`src/rtl/neuron_accum_ctrl_pkg.sv`:
```
// neuron_pkg: shared widths, FSM states and sign-magnitude helpers for neuron_accum_ctrl
package neuron_pkg;
  localparam int SM_IN_W = 15;
  localparam int SM_ACC_W = 21;
  localparam int SM_MAG_W = 20;
  localparam logic [SM_MAG_W-1:0] MAG_MAX = '1;
  typedef enum logic [1:0] {IDLE, ACCUM, DONE} state_t;
  function automatic logic [SM_ACC_W-1:0] sm_norm(input logic [SM_ACC_W-1:0] v);
    return {v[SM_ACC_W-1] & |v[SM_MAG_W-1:0], v[SM_MAG_W-1:0]};
  endfunction
endpackage

```
`src/rtl/neuron_accum_ctrl_if.sv`:
```
// neuron_accum_ctrl_if: start/bias, product stream and result stream of the accumulator
interface neuron_accum_ctrl_if;
  import neuron_pkg::*;
  logic start;
  logic [SM_ACC_W-1:0] bias;
  logic in_valid;
  logic in_ready;
  logic [SM_IN_W-1:0] in_data;
  logic out_valid;
  logic out_ready;
  logic [SM_ACC_W-1:0] out_data;
  logic out_ovf;
  logic busy;
  modport master(output start, bias, in_valid, in_data, out_ready,
                 input in_ready, out_valid, out_data, out_ovf, busy);
  modport slave(input start, bias, in_valid, in_data, out_ready,
                output in_ready, out_valid, out_data, out_ovf, busy);
endinterface

```
`src/rtl/sm_acc_step.sv`:
```
// sm_acc_step: one sign-magnitude accumulate step with saturation and -0 normalization
module sm_acc_step
  import neuron_pkg::*;
(
  input  logic [SM_IN_W-1:0]  prod,
  input  logic [SM_ACC_W-1:0] acc,
  output logic [SM_ACC_W-1:0] nxt,
  output logic                ovf
);
  logic [SM_MAG_W-1:0] pm, am, diff, nm;
  logic [SM_MAG_W:0] sum;
  logic ps, as_, same, a_ge, ns;
  always_comb begin
    pm = {{(SM_MAG_W-SM_IN_W+1){1'b0}}, prod[SM_IN_W-2:0]};
    am = acc[SM_MAG_W-1:0];
    ps = prod[SM_IN_W-1];
    as_ = acc[SM_ACC_W-1];
    same = ps == as_;
    sum = {1'b0, am} + {1'b0, pm};
    a_ge = am >= pm;
    diff = a_ge ? am - pm : pm - am;
    ovf = same & sum[SM_MAG_W];
    nm = same ? (ovf ? MAG_MAX : sum[SM_MAG_W-1:0]) : diff;
    ns = same ? as_ : (a_ge ? as_ : ps);
    nxt = sm_norm({ns, nm});
  end
endmodule

```
`src/rtl/neuron_accum_ctrl.sv`:
```
// neuron_accum_ctrl: bias load, NUM_INPUTS-term sign-magnitude accumulation, result handshake.
// Define NEURON_ACCUM_RELU_EN to clamp negative results to zero at the output.
module neuron_accum_ctrl
  import neuron_pkg::*;
#(
  parameter int NUM_INPUTS = 784,
  localparam int CNT_W = $clog2(NUM_INPUTS + 1)
) (
  input logic clk,
  input logic rst,
  neuron_accum_ctrl_if.slave bus
);
  state_t state, nxt_state;
  logic [SM_ACC_W-1:0] acc, step_val;
  logic [CNT_W-1:0] cnt;
  logic ovf, step_ovf, accept, last;
  sm_acc_step u_step (.prod(bus.in_data), .acc(acc), .nxt(step_val), .ovf(step_ovf));
  assign accept = state == ACCUM && bus.in_valid;
  assign last = cnt == CNT_W'(NUM_INPUTS - 1);
  always_comb begin
    nxt_state = state;
    nxt_state = state == IDLE  ? (bus.start ? ACCUM : IDLE) :
                state == ACCUM ? (accept && last ? DONE : ACCUM) :
                state == DONE  ? (bus.out_ready ? IDLE : DONE) : IDLE;
  end
  always_ff @(posedge clk) begin
    if (rst) begin
      state <= IDLE;
      acc <= '0;
      cnt <= '0;
      ovf <= 1'b0;
    end else begin
      state <= nxt_state;
      if (state == IDLE && bus.start) begin
        acc <= sm_norm(bus.bias);
        cnt <= '0;
        ovf <= 1'b0;
      end else if (accept) begin
        acc <= step_val;
        cnt <= cnt + CNT_W'(1);
        ovf <= ovf | step_ovf;
      end
    end
  end
  assign bus.in_ready = state == ACCUM;
  assign bus.out_valid = state == DONE;
  assign bus.busy = state != IDLE;
  assign bus.out_ovf = state == DONE && ovf;
`ifdef NEURON_ACCUM_RELU_EN
  assign bus.out_data = state == DONE && !acc[SM_ACC_W-1] ? acc : '0;
`else
  assign bus.out_data = state == DONE ? acc : '0;
`endif
endmodule

```
`src/flat_wrapper.sv`:
```
// flat-port wrapper written by rule: the top's interface ports become plain ports
module neuron_accum_ctrl_flat import neuron_pkg::*;
#(
  parameter int NUM_INPUTS = 784,
  localparam int CNT_W = $clog2(NUM_INPUTS + 1)
)
  (clk, rst, bus_start, bus_bias, bus_in_valid, bus_in_data, bus_out_ready, bus_in_ready, bus_out_valid, bus_out_data, bus_out_ovf, bus_busy);
  neuron_accum_ctrl_if bus_i ();
  input logic clk;
  input logic rst;
  input wire logic [$bits(bus_i.start)-1:0] bus_start;
  input wire logic [$bits(bus_i.bias)-1:0] bus_bias;
  input wire logic [$bits(bus_i.in_valid)-1:0] bus_in_valid;
  input wire logic [$bits(bus_i.in_data)-1:0] bus_in_data;
  input wire logic [$bits(bus_i.out_ready)-1:0] bus_out_ready;
  output wire logic [$bits(bus_i.in_ready)-1:0] bus_in_ready;
  output wire logic [$bits(bus_i.out_valid)-1:0] bus_out_valid;
  output wire logic [$bits(bus_i.out_data)-1:0] bus_out_data;
  output wire logic [$bits(bus_i.out_ovf)-1:0] bus_out_ovf;
  output wire logic [$bits(bus_i.busy)-1:0] bus_busy;
  assign bus_i.start = bus_start;
  assign bus_i.bias = bus_bias;
  assign bus_i.in_valid = bus_in_valid;
  assign bus_i.in_data = bus_in_data;
  assign bus_i.out_ready = bus_out_ready;
  assign bus_in_ready = bus_i.in_ready;
  assign bus_out_valid = bus_i.out_valid;
  assign bus_out_data = bus_i.out_data;
  assign bus_out_ovf = bus_i.out_ovf;
  assign bus_busy = bus_i.busy;
  neuron_accum_ctrl #(.NUM_INPUTS(NUM_INPUTS)) u_core (.clk(clk), .rst(rst), .bus(bus_i));
endmodule
```
`config.mk`:
```
export PLATFORM = sky130hd
export DESIGN_NAME = neuron_accum_ctrl_flat
export DESIGN_NICKNAME = d
export VERILOG_FILES = /design/src/rtl/neuron_accum_ctrl_pkg.sv /design/src/rtl/neuron_accum_ctrl_if.sv /design/src/rtl/sm_acc_step.sv /design/src/rtl/neuron_accum_ctrl.sv /design/src/flat_wrapper.sv
export SDC_FILE = /design/constraint.sdc
export NUM_CORES = 1
export LEC_CHECK = 0
export ABC_AREA = 1
export CORE_MARGIN = 2
export CORE_UTILIZATION = 40
export DETAILED_ROUTE_END_ITERATION = 6
export DONT_BUFFER_PORTS = 1
export GPL_ROUTABILITY_DRIVEN = 1
export SKIP_CTS_REPAIR_TIMING = 1
export SYNTH_ARGS = -nofsm -noshare
export SYNTH_HDL_FRONTEND = slang
export SYNTH_HIERARCHICAL = 1
export SYNTH_SLANG_ARGS = --single-unit
```
`constraint.sdc`:
```
create_clock -name clk -period 2.5 [get_ports clk]
set_input_delay 0.375 -clock clk [delete_from_list [all_inputs] [get_ports clk]]
set_output_delay 0.375 -clock clk [all_outputs]
set_load 0.01 [all_outputs]
```
# After elaboration in Yosys (flattened, before gate mapping)
# Cells that the tools add are included.
# Widths: inputs -> output; s select.
[word_totals] register_bits=34 latch_bits=0 ramBits=0 romBits=0 in_bits=41 output_inout_bits=25 word_cells=41 mem_count=0
[classes] addsub=4 multipliers=0 n_div=0 n_lt_le_gt_ge=1 n_eq_ne=4 n_shift=0 n_mux=14 n_bitwise=4 n_reduce_logical=10
[op_table] op="$mux 21" count=3
[op_table] op="$mux 20" count=3
[op_table] op="$reduce_or 20->1" count=2
[op_table] op="$add 20x14->21" count=1
[op_table] op="$ge 20x14->1" count=1
[op_table] op="$sub 14x20->20" count=1
[op_table] op="$sub 20x14->20" count=1
[op_table] op="$add 10x1->10 const B" count=1
[op_table] op="$eq 10x10->1 const B" count=1
[op_table] op="$mux 2" count=5
[op_table] op="$logic_and 1x1->1" count=4
[op_table] op="$reduce_bool 2->1" count=2
[op_table] op="$and 1x1->1" count=3
[op_table] op="$mux 1" count=3
[op_table] op="$eq 2x1->1 const B" count=1
[op_table] op="$eq 2x2->1 const B" count=1
[op_table] op="$logic_not 2->1" count=1
[op_table] op="$reduce_or 2->1" count=1
[op_table] op="$eq 1x1->1" count=1
[op_table] op="$or 1x1->1" count=1

# Longest topological paths before layout
# Gate-level depths: netlist of run 1.
[logic_depth] word_depth=8 mapped_depth=27 mapped_depth_nobuf=26

# Hierarchy
# The synthesis of run 1 kept the hierarchy.
[modules_own_cells] module="sm_acc_step" n_inst=1 cells_per_inst=779 area_each_um2=4053.9 seq_area_each_um2=0.0
[modules_own_cells] module="neuron_accum_ctrl" n_inst=1 cells_per_inst=284 area_each_um2=1860.5 seq_area_each_um2=680.7

# Least setup slack after synthesis of run 1
# Ideal clock, no wire load.
[synth_path] kind="register to register" startpoint="reg u_core.acc[0]" endpoint="reg u_core.acc[20]" setup_time_ps=117 arrival_time_ps=2401 t_required_ps=2383 setup_slack_ps=-18 path_stages_with_launch=25 path_buffers=1 period_less_slack_ps=2518 cell_sequence="dfxtp_1 -> inv_1 -> ha_1 -> inv_1 -> fa_1 -> nand2_1 -> a21oi_1 -> nand2_2 -> nand3_4 -> nand2_4 -> nand2_4 -> buf_8 -> nand2_2 -> nand3_1 -> nand2_2 -> nor2_1 -> nand2_1 -> nor2_1 -> nand3_1 -> nand2_1 -> inv_1 -> nand2_1 -> nand3_1 -> nand2_1 -> a21oi_1"
[synth_via] elab_chain_len=8 word_cells_on_any_way=14 cone_classes="add/sub: 3; order compare: 1; mux: 7; bitwise: 2; reduce/logical: 1"
[synth_rtl] element="start: declaration" line="neuron_accum_ctrl.sv:14" text="logic [SM_ACC_W-1:0] acc, step_val;"
[synth_rtl] element="start signal: assignment" line="neuron_accum_ctrl.sv:35" text="acc <= sm_norm(bus.bias);"
[synth_rtl] element="start signal: assignment" line="neuron_accum_ctrl.sv:39" text="acc <= step_val;"
[synth_rtl] element="$add 20x14->21" line="sm_acc_step.sv:19" text="sum = {1'b0, am} + {1'b0, pm};"
[synth_rtl] element="$and 1x1->1" line="sm_acc_step.sv:22" text="ovf = same & sum[SM_MAG_W];"
[synth_rtl] element="$mux 20" line="sm_acc_step.sv:23" text="nm = same ? (ovf ? MAG_MAX : sum[SM_MAG_W-1:0]) : diff;"
[synth_rtl] element="$mux 20 *" line="sm_acc_step.sv:23"
[synth_rtl] element="via u_core.step_val[7]" line="neuron_accum_ctrl.sv:14"
[synth_rtl] element="$reduce_or 20->1 *" line="neuron_accum_ctrl_pkg.sv:9" text="return {v[SM_ACC_W-1] & |v[SM_MAG_W-1:0], v[SM_MAG_W-1:0]};"
[synth_rtl] element="$and 1x1->1 *" line="neuron_accum_ctrl_pkg.sv:9"
[synth_rtl] element="via u_core.step_val[20]" line="neuron_accum_ctrl.sv:14"
[synth_rtl] element="$mux 21 *" line="neuron_accum_ctrl.sv:38" text="end else if (accept) begin"
[synth_rtl] element="$mux 21 *" line="neuron_accum_ctrl.sv:34" text="if (state == IDLE && bus.start) begin"
# Mark *: on every way through the listed nets, which the timed path passes. The rest lies on a longest branch. The select of a mux whose other input is x is not followed.
# A chain may end at the register's enable or synchronous reset.

# Worst setup path after layout of run 1
# Ends and elaborated chain as after synthesis.

==> impl_metrics.json, run 1 <==
{
  "wl_per_cell_microns": 16.1,
  "synthToLayoutAreaGrowth_pct": 36.2,
  "status": "finished, violations left",
  "grt_pass1_vias": 6658,
  "overflow": 0,
  "gp_congestion": 0.990,
  "startpoint_type": "flop",
  "final_max_slew_viol_count": 0,
  "tightest_slew_ns": 0.759,
  "clkSinkCount": 34,
  "fp-row-count": 44,
  "cp.arrival_ns": 2.93,
  "nNetsFinal": 1313,
  "cp-end-kind": "flop",
  "cts_max_level": 2,
  "setup_slack_ns": -0.255,
  "port_buffers": 0,
  "clk_latency_ns": 0.31,
  "coreArea_sq_mm": 0.0145,
  "setup.worst_path.start": "u_core/acc[0]",
  "violations": "negative setup slack",
  "finalHoldViolCount": 0,
  "synth-seq-cells": 34,
  "power_density_mw_per_mm2": 516,
  "ys_types": 48,
  "die_y_microns": 126,
  "whs_ns": 0.124,
  "syn_nets": 1152,
  "die_w_microns": 126,
  "setup_viol": 5,
  "grt_max_degree": 24,
  "rsz0062_at_grt": "yes",
  "p_leak_nw": 4.28,
  "cts_tree": "built",
  "cp.required_ns": 2.67,
  "maxSlewHeadroom_pct": 49.4,
  "synthesis.area_sq_mm": 0.00591,
  "cts_buffers": 5,
  "hp-class": "in -> reg",
  "synthCells": 1063,
  "postSynth.asyncResetShare_pct": 0,
  "whs_path_depth": 1,
  "grt_use_total_pct": 27.7,
  "antenna_found_initial": 1,
  "start_util_pct": 40.8,
  "cp-endpoint": "u_core/acc[20]",
  "num_io_pins": 66,
  "vias": 7251,
  "drcViolationCount": 0,
  "vias_per_cell": 5.15,
  "antenna_left": 0,
  "reg2reg_from": "u_core/acc[0]",
  "clock.fmax_mhz": 363,
  "drive_gt1_share_pct": 30.8,
  "cts.reportedPaths.clkPinSlew_ns": 0.07,
  "yosysSeqAreaShare_pct": 11.5,
  "wirelength_mm": 22.7,
  "cp_max_fo": 8,
  "cts-root-buf": "clkbuf_16",
  "cap_viol_max_count": 0,
  "drt-initial-drc-count": 873,
  "synth_area_per_cell_sq_um": 5.56,
  "reg2reg_to": "u_core/acc[20]",
  "clk_path_buf_depth": 2,
  "min_period_over_period_pct": 110,
  "place_hpwl_mm": 18.3,
  "synth_edf_count": 0,
  "die_area_sq_mm": 0.0158,
  "antenna_cells": 0,
  "layout_min_cycle_time_ns": 2.76,
  "crit_type": "reg -> reg",
  "grt_first_pass_wirelength_mm": 34.7,
  "post-route-util_pct": 55.7,
  "reg2reg_depth": 23,
  "ys_warn_count": 6,
  "vdd_drop_max_mv": 0.321,
  "dr.pass1.iters": 6,
  "finClkSkew_ns": 0.0104,
  "synth_ff_type": "dfxtp_1",
  "r2r_slack_ns": -0.26
}
## placed cells by master, fill, tap and decap left out, types with 11 or more instances in the layout
cell type,n
a21oi_1,34
o21ai_0,32
xor2_1,11
ha_4,14
nand4_1,15
nor3_1,31
nand3_2,27
ha_1,30
nand3_1,63
nor2_2,17
nand2_2,51
inv_1,177
dfxtp_1,28
inv_2,18
nor2_1,103
buf_4,176
nand2_1,304
## synthesized netlist by cell type (all sizes together) (2+ instances only)
library cell	number	area share, %
fa	3	1.0
dfxtp	34	12
nor2	129	9.2
o211ai	4	0.51
xor2	13	1.9
xnor2	2	0.42
or2	3	0.32
o21ai	37	3.3
nand3b	4	0.51
buf	24	3.8
a21oi	45	4.3
nor3	38	3.6
nand3	91	9.2
ha	45	9.5
inv	196	12
clkbuf	6	0.38
nand4	15	1.6
o21bai	2	0.25
nand2	366	25
## worst min-delay path by stage
stage | slack [ns] | startpoint | endpoint
2_1_floorplan | 0.44 | u_core/ovf | u_core/ovf
3_3_place_gp | 0.45 | rst | u_core/state[0]
3_5_place_dp | 0.45 | rst | u_core/state[0]
4_1_cts | 0.12 | rst | u_core/state[0]
5_1_grt | 0.12 | rst | u_core/state[0]
6_report | 0.12 | rst | u_core/state[0]
## cells by family after synthesis
kind of cell | count (synthesis) | share of synthesized area (%)
XOR/XNOR | 15 | 2.35
AO/OA/AOI/OAI | 91 | 8.72
flip-flops | 34 | 11.5
AND/OR/NAND/NOR | 649 | 50.3
adder cells (fa/ha/maj) | 48 | 10.5
buffers and inverters | 226 | 16.6
## sequential cells by signal, summed over array words and instances, names as in the netlist
register      flops
u_core/ovf        1
u_core/acc       21
u_core/state      2
u_core/cnt       10
## critical path: stages, from the launching register on
cell and delay [ns]:
dfxtp_4 0.35, inv_2 0.06, ha_4 0.12, inv_2 0.04, fa_2 0.39, nand2_4 0.11
a21oi_4 0.07, nand2_2 0.10, nand3_4 0.13, nand2_8 0.15, buf_8 0.14, nand4_1 0.12
nand3_2 0.09, nand2_2 0.07, nor2_2 0.10, nand2_1 0.06, nor2_1 0.10, nand3_1 0.08
nand2_1 0.07, inv_1 0.04, nand2_1 0.07, nand3_2 0.07, nand2_1 0.06, a21oi_1 0.04
## report_power, final
group | internal [W] | leakage, nW | switching (W)
clock | 0.000575 | 0.0940 | 0.000309
sequential | 0.000582 | 0.282 | 0.0000392
combinational | 0.00113 | 3.90 | 0.00152
## per-layer routing
metal | vias to the layer above | track usage, % | share of wire, %
li1 | 3588 | - | -
met4 | 0 | 6.67 | 2.4
met5 | - | 0 | 0
met1 | 3286 | 39.5 | 44
met2 | 331 | 43.8 | 44
met3 | 46 | 4.07 | 8.9
## metrics by stage
stage,area (sq um),instances,total power (W),worst slack (ns),TNS [ns]
CTS,7440,1402,0.00384,-0.426,-2.49
finish,8060,1409,0.00416,-0.255,-0.453
detailed placement,7240,1394,0.00294,-0.409,-2.18
global placement,7240,1394,0.00295,-0.413,-2.19
global route,8060,1409,0.00441,-0.446,-1.86
floorplan,5920,1063,0.00198,0.00772,0
## layout make-up
cell class | count | area, sq um
clock buffers | 5 | 125
repair buffers | 183 | 1410
flip-flops and latches | 34 | 696
inverters | 196 | 738
clock inverters | 3 | 68.8
well taps | 184 | 230
fillers | 1472 | 6420
multi-input cells | 804 | 4790
No activity file was read; power rests on OpenSTA's default activity.
==> run 2: changes to the inputs <==
Settings changed: CORE_ASPECT_RATIO from default to 0.6.
==> run 2 against run 1 <==
  * The run still ends with negative setup slack left
  * Clock power down 19%
  * Flip-flop and latch count unchanged
  * Clock skew down 0.0024 ns
  * Fmax down 4.5%
  * Critical path depth up 1
  * Combinational power up 7%
  * Register-to-register slack worse by 0.13 ns
  * Non-clock buffer count up 25
  * Die area up 0.21%
  * Global-route usage up 1.9 points
  * Critical path type unchanged
  * Critical endpoint unchanged
==> impl_metrics.json, run 2 (synthesis gave the netlist of run 1 again) <==
{
  "status": "finished, violations left",
  "violations": "negative setup slack",
  "regArea_sq_um": 687,
  "reg.largest.list": "u_core/acc (21), u_core/cnt (10), u_core/state (2)",
  "setup-tns-final_ns": -1.37,
  "p_seq_share_pct": 14.7,
  "vias": 7366,
  "port_buffers": 0,
  "p_leak_nw": 4.38,
  "tightest_slew_ns": 0.770,
  "rsz0062_at_grt": "yes",
  "clk_latency_ns": 0.30,
  "cp-end-kind": "flop",
  "swShare_pct": 46.7,
  "pre_cts_ws_ns": -0.442,
  "clkPwrFrac_pct": 17.1,
  "p_int_w": 0.00222,
  "die_y_microns": 98.2,
  "die_area_sq_mm": 0.0158,
  "coreArea_sq_mm": 0.0145,
  "antenna_cells": 0,
  "dr.max_layer_used": "met4",
  "finClkSkew_ns": 0.00794,
  "whs_ns": 0.141,
  "cts_buffers": 5,
  "multi_input_area_sq_mm": 0.00477,
  "cts_tree": "built",
  "clk_path_buf_depth": 2,
  "startpoint_type": "flop",
  "min_period_over_period_pct": 115,
  "place_hpwl_mm": 19.3,
  "regMostFlops": "u_core/acc",
  "largest_register_ff_count": 21,
  "final_cell_mix": "290 x nand2_1, 198 x buf_4, 177 x inv_1, 105 x nor2_1, 65 x nand3_1",
  "vias_per_cell": 5.09,
  "finalHoldViolCount": 0,
  "num_io_pins": 66,
  "die_w_microns": 161,
  "antenna_left": 0,
  "grt_pass1_vias": 6739,
  "nFillCells": 1493,
  "drive_gt1_share_pct": 32.3,
  "antenna_found_initial": 0,
  "cp_max_fo": 8,
  "final_max_slew_viol_count": 0,
  "grt_max_degree": 24,
  "setup_viol": 11,
  "route.met3.wl_mm": 2.20,
  "final_common_cell": "nand2_1",
  "synthToLayoutAreaGrowth_pct": 38.9,
  "cts.reportedPaths.clkPinSlew_ns": 0.07,
  "clkSinkCount": 34,
  "drcViolationCount": 0,
  "layout_min_cycle_time_ns": 2.89,
  "power_density_mw_per_mm2": 507,
  "drt-initial-drc-count": 762,
  "grt_first_pass_wirelength_mm": 36.4,
  "crit_type": "reg -> reg",
  "met1_length_mm": 12.0,
  "clock.fmax_mhz": 347,
  "vdd_drop_max_mv": 0.282,
  "p_switching_w": 0.00194,
  "wl_met2_mm": 9.60,
  "fp-row-count": 34,
  "maxSlewHeadroom_pct": 48.6,
  "cap_viol_max_count": 0,
  "cp.arrival_ns": 3.05,
  "overflow": 0,
  "comb_power_share_pct": 68.2,
  "dr.pass1.iters": 5,
  "setup_slack_ns": -0.386,
  "gp_congestion": 1.04,
  "hp-class": "in -> reg",
  "cts-root-buf": "clkbuf_16",
  "cp.required_ns": 2.66,
  "wirelength_mm": 24.2,
  "grt_use_total_pct": 29.6,
  "nNetsFinal": 1337,
  "start_util_pct": 40.9,
  "cts_max_level": 2,
  "wl_per_cell_microns": 16.8
}
==> run 2: changes by cell type in the layout (fill, tap and decap cells not counted), moves of 3 or more <==
cell	before	now
nand2_1	304	290
nand2_4	8	13
nor2_2	17	14
nand2_2	51	61
a21oi_2	7	4
dfxtp_4	3	0
buf_4	176	198
==> run 2: per-layer routing <==
metal	vias to the layer above	track usage [%]
met4	0	6.04
met1	3352	45.5
met3	36	5.23
met2	346	42.4
li1	3632	-
met5	-	0
==> run 2: power by group through the flow <==
stage	clock, W	combinational [W]	sequential, W
after floorplan	0	0.00134	0.000639
after global placement	0	0.00237	0.000621
after detailed placement	0	0.00236	0.000621
after CTS	0.000708	0.00237	0.000609
after global routing	0.000736	0.00306	0.000617
final	0.000712	0.00284	0.000611
==> run 2: worst paths after layout <==
path                               startpoint              end  slack (ns)  cells after the start
worst min register to register  u_core/cnt[7]    u_core/cnt[7]        0.47                      2
worst max register to register  u_core/acc[0]   u_core/acc[20]       -0.39                     24
worst max-delay path            u_core/acc[0]   u_core/acc[20]       -0.39                     24
worst min-delay path                      rst  u_core/state[0]        0.14                      1
==> run 2: metrics by stage <==
stage	utilization, %	instance area [sq um]	cells	power, W
final	56.8	8210	1447	0.00416
after global routing	56.8	8210	1447	0.00441
after CTS	51.5	7460	1420	0.00369
after detailed placement	50.5	7300	1412	0.00298
after global placement	50.5	7300	1412	0.00299
after floorplan	-	5920	1063	0.00198
==> run 2: cell type report <==
cell class	count	area share (%)
clock buffer	6	1.69
clock inverter	2	0.152
inverter	196	9.02
timing repair buffer	208	19.7
sequential	34	8.36
multi-input combinational	803	58.1
tap	198	3.02
==> run 2: critical path, stage by stage (launching register included) <==
cell	delay [ns]
dfxtp_2	0.34
inv_2	0.06
ha_4	0.12
inv_2	0.04
fa_2	0.42
nand2_4	0.10
a21oi_4	0.07
nand2_2	0.10
nand3_4	0.10
nand2_4	0.12
nand2_8	0.08
buf_8	0.15
buf_4	0.14
nand2_1	0.08
nand3_2	0.10
nand2_2	0.11
nand2_1	0.06
nor2_1	0.10
nand3_1	0.08
nand2_1	0.07
inv_1	0.04
nand2_1	0.06
nand3_1	0.06
nand2_1	0.09
a21oi_2	0.04
==> run 3: changes to the inputs <==
Settings changed: CELL_PAD_IN_SITES_DETAIL_PLACEMENT from default to 1, CELL_PAD_IN_SITES_GLOBAL_PLACEMENT from default to 1, PLACE_DENSITY_LB_ADDON from default to 0.1.
==> run 3 against run 2 <==
  * The run still ends with negative setup slack left
  * Combinational power is essentially flat
  * Flip-flop and latch count unchanged
  * First-iteration DRC count down 23%
  * Non-clock buffer count decreased by 16
  * Via count rose by 4.3%
  * Critical path depth fell by 2
==> impl_metrics.json, run 3 (synthesis gave the netlist of run 1 again) <==
{
  "wirelength_mm": 28.0,
  "power_w": 0.00419,
  "final_cell_mix": "295 x nand2_1, 183 x buf_4, 177 x inv_1, 99 x nor2_1, 67 x nand3_1",
  "cpMaxStageDelayCell": "dfxtp_2",
  "post-route-util_pct": 56.7,
  "finalHoldViolCount": 0,
  "final_common_cell": "nand2_1",
  "port_buffers": 0,
  "rsz0062_at_grt": "yes",
  "cpPeakStageDelay_ns": 0.37,
  "synthToLayoutAreaGrowth_pct": 38.7,
  "antenna_found_initial": 0,
  "clock.fmax_mhz": 352,
  "drive_gt1_share_pct": 33.4,
  "grt_use_total_pct": 33.4,
  "die_area_sq_mm": 0.0158,
  "antenna_left": 0,
  "tightest_slew_ns": 0.978,
  "hp-class": "in -> reg",
  "crit_top_cell": "nand2_1",
  "startpoint_type": "flop",
  "reg.largest.list": "u_core/acc (21), u_core/cnt (10), u_core/state (2)",
  "regMostFlops": "u_core/acc",
  "wl_per_cell_microns": 19.6,
  "min_period_over_period_pct": 114,
  "layout_min_cycle_time_ns": 2.84,
  "swShare_pct": 48.7,
  "fp-row-count": 34,
  "cts_buffers": 5,
  "setup_slack_ns": -0.339,
  "p_int_w": 0.00215,
  "grt_first_pass_wirelength_mm": 41.0,
  "place_area_sq_mm": 0.00730,
  "clk_latency_ns": 0.30,
  "start_util_pct": 40.9,
  "nFillCells": 2038,
  "vdd_drop_max_mv": 0.263,
  "power_density_mw_per_mm2": 511,
  "cts_tree": "built",
  "coreArea_sq_mm": 0.0145,
  "final_max_slew_viol_count": 0,
  "cts.reportedPaths.clkPinSlew_ns": 0.07,
  "die_w_microns": 161,
  "vias": 7684,
  "comb_power_share_pct": 67.8,
  "p_leak_nw": 4.33,
  "cts-root-buf": "clkbuf_16",
  "final_cell_area_sq_mm": 0.00820,
  "crit_chain": "inv_1 > ha_4 > nand2_2 > inv_2 > nand2_1 > nor2_2 > nand2_2 > nand3_4 > a21oi_4 > buf_12 > nand2_4 > nand2_2 > a21oi_2 > nand3_1 > nor2_2 > nand3_1 > nand2_1 > inv_1 > nand2_1 > nand3_1 > nand2_1 > a21oi_1",
  "cts_max_level": 2,
  "nNetsFinal": 1322,
  "place_hpwl_mm": 22.0,
  "cap_viol_max_count": 0,
  "cpLargestDelayFamily": "simple AND/OR/NAND/NOR gates",
  "cp.required_ns": 2.68,
  "final_cells": 1432,
  "clkSinkCount": 34,
  "violations": "negative setup slack",
  "p_switching_w": 0.00204,
  "drcViolationCount": 0,
  "antenna_cells": 0,
  "grt_max_degree": 24,
  "path_buf_inv": 4,
  "cp-end-kind": "flop",
  "dp_cells": 1413,
  "crit_type": "reg -> reg",
  "largest_register_ff_count": 21,
  "setup_viol": 9,
  "vias_per_cell": 5.37,
  "maxSlewHeadroom_pct": 34.7,
  "die_y_microns": 98.2,
  "finClkSkew_ns": 0.0127,
  "drt-initial-drc-count": 590,
  "num_io_pins": 66,
  "cp.arrival_ns": 3.02,
  "clkPwrFrac_pct": 17.2,
  "cp_max_fo": 8,
  "p_seq_share_pct": 14.9,
  "grt_pass1_vias": 7522,
  "pre_cts_ws_ns": -0.507,
  "overflow": 0,
  "clk_path_buf_depth": 2,
  "status": "finished, violations left",
  "gp_congestion": 0.987,
  "dr.pass1.iters": 5
}
-- run 3: cell count changes in the layout (fill, tap and decap cells not counted), sizes merged --
cell,before,now
nand2,366,367
clkinvlp,1,0
clkbuf,6,7
buf,208,192
-- run 3: power groups by stage --
stage	Sequential, W	Combinational (W)	Clock, W
3_5_place_dp	0.000633	0.00240	0
5_1_grt	0.000631	0.00305	0.000745
2_1_floorplan	0.000639	0.00134	0
4_1_cts	0.000621	0.00242	0.000725
3_3_place_gp	0.000630	0.00235	0
6_report	0.000626	0.00284	0.000722
-- run 3: routing by layer --
layer,global-route usage (%),part of all wire [%],up-vias,wire length (microns)
li1,-,-,3600,-
met1,48.9,46,3725,13000
met2,51.9,44,323,12400
met3,4.80,7.4,36,2080
met4,7.21,2.1,0,596
met5,0,0,-,0
-- run 3: cell type report --
| type | count | area [sq um] | share of cell area (%) |
|---|---|---|---|
| sequential | 34 | 693 | 8.45 |
| inverter | 196 | 741 | 9.03 |
| clock buffer | 7 | 143 | 1.74 |
| multi-input combinational | 804 | 4880 | 59.5 |
| clock inverter | 1 | 5.00 | 0.0610 |
| tap | 198 | 248 | 3.02 |
| timing repair buffer | 192 | 1490 | 18.2 |
-- run 3: worst paths after layout --
check	startpoint	to	slack, ns	cells past startpoint
worst min register to register	u_core/cnt[7]	u_core/cnt[7]	0.48	2
worst min-delay path	rst	u_core/state[1]	0.15	1
worst max register to register	u_core/acc[10]	u_core/acc[20]	-0.34	22
worst max-delay path	u_core/acc[10]	u_core/acc[20]	-0.34	22
-- run 3: stage by stage --
stage | setup TNS, ns | hold WS (ns)
detailed placement | -3.76 | 0.447
floorplan | 0 | 0.436
CTS | -4.59 | 0.143
finish | -0.780 | 0.147
global placement | -2.39 | 0.446
global route | -2.34 | 0.138
-- run 3: worst register-to-register path, stage by stage, from the launching register on --
cell and delay (ns):
dfxtp_2 0.37, inv_1 0.09, ha_4 0.32, nand2_2 0.09, inv_2 0.11, nand2_1 0.11, nor2_2 0.13, nand2_2 0.10
nand3_4 0.15, a21oi_4 0.08, buf_12 0.15, nand2_4 0.08, nand2_2 0.06, a21oi_2 0.17, nand3_1 0.12, nor2_2 0.19
nand3_1 0.09, nand2_1 0.07, inv_1 0.04, nand2_1 0.05, nand3_1 0.06, nand2_1 0.07, a21oi_1 0.05
